**config.mk**
```make
export PLATFORM = sky130hd
export DESIGN_NAME = vga_port_ctrl
export DESIGN_NICKNAME = d
export VERILOG_FILES = /design/src/rtl/vga_port_ctrl.sv
export SDC_FILE = /design/constraint.sdc
export NUM_CORES = 1
export LEC_CHECK = 0
export CORE_MARGIN = 2
export CORE_UTILIZATION = 30
export DETAILED_ROUTE_END_ITERATION = 12
export GPL_ROUTABILITY_DRIVEN = 0
export GPL_TIMING_DRIVEN = 1
export PLACE_DENSITY = 0.58
export RECOVER_POWER = 100
export SETUP_SLACK_MARGIN = 0.15
export SYNTH_ARGS = -nofsm -noshare
export SYNTH_HDL_FRONTEND = slang
export SYNTH_SLANG_ARGS = --single-unit
export TNS_END_PERCENT = 5
```
**constraint.sdc**
```tcl
create_clock -name i_clk -period 3 [get_ports i_clk]
set_input_delay 0.6 -clock i_clk [delete_from_list [all_inputs] [get_ports i_clk]]
set_output_delay 0.6 -clock i_clk [all_outputs]
set_load 0.05 [all_outputs]
```
**src/rtl/vga_port_ctrl.sv**
```systemverilog
// rtl/vga_port_ctrl.sv - host register engine for the text VGA controller
module vga_port_ctrl #(
    parameter int COLS   = 80,
    parameter int ROWS   = 25,
    parameter int ADDR_W = 11
) (
    input  logic              i_clk,
    input  logic              i_rst_h,
    input  logic [7:0]        i_cmd,
    input  logic [7:0]        i_port,
    input  logic              i_rl_wh,
    input  logic              i_cs_h,
    output logic [7:0]        o_port,
    output logic              o_ready_h,
    output logic [ADDR_W-1:0] o_vram_addr,
    output logic [7:0]        o_vram_data,
    output logic              o_vram_we_h,
    output logic [ADDR_W-1:0] o_cram_addr,
    output logic [7:0]        o_cram_data,
    output logic              o_cram_we_h,
    output logic [ADDR_W-1:0] o_cursor_cur_addr,
    output logic              o_cursor_enable_h
);

    localparam int                CELLS     = COLS * ROWS;
    localparam logic [ADDR_W-1:0] LAST_CELL = ADDR_W'(CELLS - 1);
    localparam logic [7:0]        COLS_B    = 8'(COLS);
    localparam logic [7:0]        ROWS_B    = 8'(ROWS);
    localparam logic [7:0]        LAST_COL  = 8'(COLS - 1);
    localparam logic [7:0]        LAST_ROW  = 8'(ROWS - 1);

    localparam logic [1:0] ST_IDLE = 2'd0;
    localparam logic [1:0] ST_EXEC = 2'd1;
    localparam logic [1:0] ST_STEP = 2'd2;
    localparam logic [1:0] ST_FILL = 2'd3;

    localparam logic [7:0] REG_STATUS  = 8'd0;
    localparam logic [7:0] REG_DATA    = 8'd1;
    localparam logic [7:0] REG_CUR_X   = 8'd2;
    localparam logic [7:0] REG_CUR_Y   = 8'd3;
    localparam logic [7:0] REG_CONTROL = 8'd4;
    localparam logic [7:0] REG_COLOR   = 8'd5;
    localparam logic [7:0] REG_FILL    = 8'd6;

    localparam logic [7:0] CH_CR = 8'h0D;
    localparam logic [7:0] CH_LF = 8'h0A;
    localparam logic [7:0] CH_BS = 8'h08;

    logic [1:0]        r_st;
    logic [7:0]        r_cmd;
    logic [7:0]        r_data;
    logic              r_wr;
    logic [7:0]        r_x;
    logic [7:0]        r_y;
    logic [7:0]        r_ctrl;
    logic [7:0]        r_color;
    logic              r_err;
    logic [7:0]        r_port;
    logic [ADDR_W-1:0] r_addr;
    logic [7:0]        r_vdata;
    logic [7:0]        r_cdata;
    logic              r_we;

    logic [15:0]       w_cur_lin;
    logic [ADDR_W-1:0] w_cur_addr;
    logic              w_exec;
    logic              w_is_ctl;
    logic              w_bad_wr;
    logic              w_busy_req;
    logic              w_stat_rd;
    logic              w_err_set;
    logic [7:0]        w_rd_data;

    // Geometry is limited to 255x255, so the linear address always fits in 16 bits.
    assign w_cur_lin  = 16'(r_y) * 16'(COLS) + 16'(r_x);
    assign w_cur_addr = w_cur_lin[ADDR_W-1:0];

    assign w_exec     = (r_st == ST_EXEC);
    assign w_is_ctl   = r_ctrl[1] && (r_data == CH_CR || r_data == CH_LF || r_data == CH_BS);
    assign w_bad_wr   = w_exec && r_wr &&
                        ((r_cmd == REG_CUR_X && r_data >= COLS_B) ||
                         (r_cmd == REG_CUR_Y && r_data >= ROWS_B) ||
                         (r_cmd > REG_FILL));
    assign w_busy_req = i_cs_h && (r_st != ST_IDLE);
    assign w_stat_rd  = w_exec && !r_wr && (r_cmd == REG_STATUS);
    assign w_err_set  = w_bad_wr || w_busy_req;

    always_comb begin
        w_rd_data = 8'hEE;
        case (r_cmd)
            REG_STATUS:  w_rd_data = {3'b101, 2'b00, 1'b0, r_err, 1'b1};
            REG_DATA:    w_rd_data = 8'hFF;
            REG_CUR_X:   w_rd_data = r_x;
            REG_CUR_Y:   w_rd_data = r_y;
            REG_CONTROL: w_rd_data = r_ctrl;
            REG_COLOR:   w_rd_data = r_color;
            default:     w_rd_data = 8'hEE;
        endcase
    end

    always_ff @(posedge i_clk or posedge i_rst_h) begin
        if (i_rst_h) begin
            r_st    <= ST_IDLE;
            r_cmd   <= 8'h00;
            r_data  <= 8'h00;
            r_wr    <= 1'b0;
            r_x     <= 8'h00;
            r_y     <= 8'h00;
            r_ctrl  <= 8'h01;
            r_color <= 8'h07;
            r_err   <= 1'b0;
            r_port  <= 8'h00;
            r_addr  <= '0;
            r_vdata <= 8'h00;
            r_cdata <= 8'h00;
            r_we    <= 1'b0;
        end else begin
            // A new error in the same cycle as a STATUS read-clear takes priority.
            r_err <= w_err_set | (r_err & ~w_stat_rd);
            case (r_st)
                ST_IDLE: begin
                    if (i_cs_h) begin
                        r_cmd  <= i_cmd;
                        r_data <= i_port;
                        r_wr   <= i_rl_wh;
                        r_st   <= ST_EXEC;
                    end
                end
                ST_EXEC: begin
                    r_st <= ST_IDLE;
                    if (!r_wr) begin
                        r_port <= w_rd_data;
                    end else begin
                        case (r_cmd)
                            REG_DATA: begin
                                if (w_is_ctl) begin
                                    if (r_data == CH_CR) begin
                                        r_x <= 8'h00;
                                    end else if (r_data == CH_LF) begin
                                        r_y <= (r_y == LAST_ROW) ? 8'h00 : r_y + 8'd1;
                                    end else if (r_x != 8'h00) begin
                                        r_x <= r_x - 8'd1;
                                    end else if (r_y != 8'h00) begin
                                        r_x <= LAST_COL;
                                        r_y <= r_y - 8'd1;
                                    end
                                end else begin
                                    r_addr  <= w_cur_addr;
                                    r_vdata <= r_data;
                                    r_cdata <= r_color;
                                    r_we    <= 1'b1;
                                    r_st    <= ST_STEP;
                                end
                            end
                            REG_CUR_X: begin
                                if (r_data < COLS_B) r_x <= r_data;
                            end
                            REG_CUR_Y: begin
                                if (r_data < ROWS_B) r_y <= r_data;
                            end
                            REG_CONTROL: r_ctrl  <= r_data;
                            REG_COLOR:   r_color <= r_data;
                            REG_FILL: begin
                                r_addr  <= '0;
                                r_vdata <= r_data;
                                r_cdata <= r_color;
                                r_we    <= 1'b1;
                                r_st    <= ST_FILL;
                            end
                            default: ;
                        endcase
                    end
                end
                ST_STEP: begin
                    r_we <= 1'b0;
                    r_st <= ST_IDLE;
                    if (r_x == LAST_COL) begin
                        r_x <= 8'h00;
                        r_y <= (r_y == LAST_ROW) ? 8'h00 : r_y + 8'd1;
                    end else begin
                        r_x <= r_x + 8'd1;
                    end
                end
                ST_FILL: begin
                    if (r_addr == LAST_CELL) begin
                        r_we <= 1'b0;
                        r_x  <= 8'h00;
                        r_y  <= 8'h00;
                        r_st <= ST_IDLE;
                    end else begin
                        r_addr <= r_addr + 1'b1;
                    end
                end
                default: r_st <= ST_IDLE;
            endcase
        end
    end

    assign o_port            = r_port;
    assign o_ready_h         = (r_st == ST_IDLE);
    assign o_vram_addr       = r_addr;
    assign o_vram_data       = r_vdata;
    assign o_vram_we_h       = r_we;
    assign o_cram_addr       = r_addr;
    assign o_cram_data       = r_cdata;
    assign o_cram_we_h       = r_we;
    assign o_cursor_cur_addr = w_cur_addr;
    assign o_cursor_enable_h = r_ctrl[0];

endmodule

```
==> results.yml <==
finish:
  drive_above_1_share_pct: 17.5
  layout_common_cells: "83 x dfrtp_1, 56 x dlygate4sd3_1, 52 x nor2_1, 52 x a21oi_1, 41 x buf_4"
  area_growth_pct: 27.1
  n_antenna_cell: 0
  final_common_cell: "dfrtp_1"
  layout.nets: 744
die:
  fp.dieW_um: 143
  ioPinCount: 81
  die_height_um: 143
  core_um2: 18800
  floorplan.initialDensity_pct: 30.8
  die_area_um2: 20500
  std_cell_rows: 50
sta:
  hold_viol_final: 0
  setup_viol: 0
  layout_min_cycle_time_ns: 2.95
  setup-tns-final_ns: 0
  finalHoldWorstSlack_ns: 0.486
  worstMarginPinSlew_ns: 1.49
  fmax_ghz: 0.340
  skew_ns: 0.0102
  min_period_over_period_pct: 98.2
  maxSlewViolCount: 0
  rsz0062_at_grt: "true"
  slew_headroom_pct: 0.105
  worst_slack_ns: 0.0545
power:
  p_sw_share_pct: 46.8
  combPwrFrac_pct: 61.4
  power_frac_clock_pct: 15.4
  p_leak_uw: 0.00312
  internal_power_uw: 3860
  seqPwrFrac_pct: 23.2
  powerDensity_nw_per_um2: 984
  ir_drop_uv: 440
  netSwitchingPower_uw: 3400
flow_run:
  cap_viol_max_count: 1
yosys:
  synthArstFlopShare_pct: 100
  synthCells: 615
  synth_edf_count: 0
  netlist_area_um2: 5800
  synth.distinct_cells: 81
  synth_nets: 655
  synth_flop_cell: "dfrtp_1"
  ys_seq_elements: 88
  syn_area_per_cell_um2: 9.44
  yosys_warnings: 0
  seq_area_frac_synth_pct: 38.0
routing:
  drt_iter0_drc: 637
  wl_per_cell_um: 18.4
  postRouteAntennaNets: 0
  drcViolationCount: 0
  vias_per_cell: 5.46
  firstDrtPassIters: 5
  routed_wl_mm: 17.8
  vias: 5288
clock_tree:
  numCtsBuffers: 9
  insertion_delay_ns: 0.36
  clkTransAtPathRegs_ns: 0.06
  cts_tree: "done"
  htree_levels: 3
  cts_root_buf: "clkbuf_16"
  clockBufferDepth: 2
  holdBufCountCts: 0
  cts_num_sinks: 88
run_status:
  outcome: "finished with violations"
  violations: "capacitance limit"
worst_setup_path:
  cp.required_ns: 2.40
  crit_path_start_kind: "register"
  r2r_setup_slack_ns: 0.30
  critPathArrivalTime_ns: 2.35
  end_kind: "output port"
  worst-path-max-fanout: 2
  worstSetupPathType: "register to output port"
worst_hold_path:
  hold_path.class: "register to register"
global_routing:
  grt_pass1_vias: 5224
  grt.overflow.total: 0
  grt_max_degree: 42
  track_usage_pct: 18.2
  antenna_found_initial: 0
  grt_pass1_wl_mm: 29.0
placed_design:
  pre_cts_ws_ns: 0.167
  dp_hpwl_mm: 13.0
  portBuffers: 80
## area by class of cell
cell class,instances,area (um2)
clock buffer,13,260
timing repair buffer,129,1170
fill,1867,11500
multi-input combinational,452,3290
tap,260,325
inverter,24,95.1
clock inverter,3,25.0
sequential,88,2210
## critical path: stages (launching register included)
cell	delay, ns
dfrtp_1	0.41
ha_4	0.26
ha_4	0.16
fa_1	0.51
inv_2	0.06
a211oi_4	0.23
xnor2_2	0.17
buf_12	0.17
## synth_stat cells (all sizes together) (7+ instances only)
master	n	area, um2
a211oi	8	60.1
a21oi	53	277
a221oi	9	78.8
and3	7	43.8
buf	26	183
clkbuf	25	93.8
dfrtp	84	2100
ha	18	225
inv	23	86.3
mux2	49	619
nand2	34	128
nand3	26	130
nand4	7	43.8
nor2	53	201
nor2b	7	46.3
nor3	17	101
nor4	8	77.6
o21ai	28	140
o22ai	10	62.6
xnor2	13	114
## cell families after synthesis
family | share of synthesized area, %
adder cells (fa/ha/maj) | 4.57
AO/OA/AOI/OAI | 19.2
flip-flops | 38.0
buffers and inverters | 6.32
multiplexers | 11.5
XOR/XNOR | 2.41
AND/OR/NAND/NOR | 17.9
## power by group through the flow
stage	logic [uW]	registers (uW)	clock network, uW
5_1_grt	4790	1710	1180
3_5_place_dp	4260	1680	0
4_1_cts	4500	1670	1140
3_3_place_gp	4210	1670	0
2_1_floorplan	2660	1780	0
6_report	4460	1680	1110
## layer usage
| layer | part of all wire, % | vias to the layer above | global-route usage (%) |
|---|---|---|---|
| li1 | - | 2449 | - |
| met1 | 45 | 2531 | 25.1 |
| met2 | 44 | 266 | 27.5 |
| met3 | 7.8 | 42 | 4.23 |
| met4 | 2.9 | 0 | 6.88 |
| met5 | 0 | - | 0 |
## repair_timing
| action | in CTS | in global routing |
|---|---|---|
| buffers inserted | 2 | 5 |
| gates resized for setup | 9 | 14 |
| pin swaps | 6 | 7 |
| setup endpoints to repair | 4 | 6 |
## path summary, 6_finish.rpt
check                                    start                     to  cells past startpoint
worst min-delay path            o_cram_data[6]         o_cram_data[6]                      1
worst min register to register  o_cram_data[6]         o_cram_data[6]                      1
worst max register to register  o_cram_addr[0]         o_cram_addr[0]                      9
max in group asynchronous              i_rst_h                  r_err                      4
min in group asynchronous              i_rst_h              o_port[1]                      2
worst max-delay path                    r_y[3]  o_cursor_cur_addr[10]                      7
## per-stage QoR
step | total power [uW] | cell area, um2 | instances | utilization [%]
after floorplan | 4450 | 5830 | 615 | -
after global placement | 5880 | 7060 | 946 | 37.5
after detailed placement | 5940 | 7060 | 946 | 37.5
after CTS | 7310 | 7430 | 964 | 39.4
after global routing | 7680 | 7380 | 969 | 39.2
final | 7260 | 7380 | 969 | 39.2
## sequential cells by signal, summed over array words and instances, names as in the netlist
register and count:
o_cram_addr 11, o_cram_data 8, o_cram_we_h 1, o_port 8
o_vram_data 8, r_cmd 8, r_color 8, r_ctrl 8
r_data 8, r_err 1, r_st 2, r_wr 1
r_x 8, r_y 8
No activity file was read; power rests on OpenSTA's default activity.
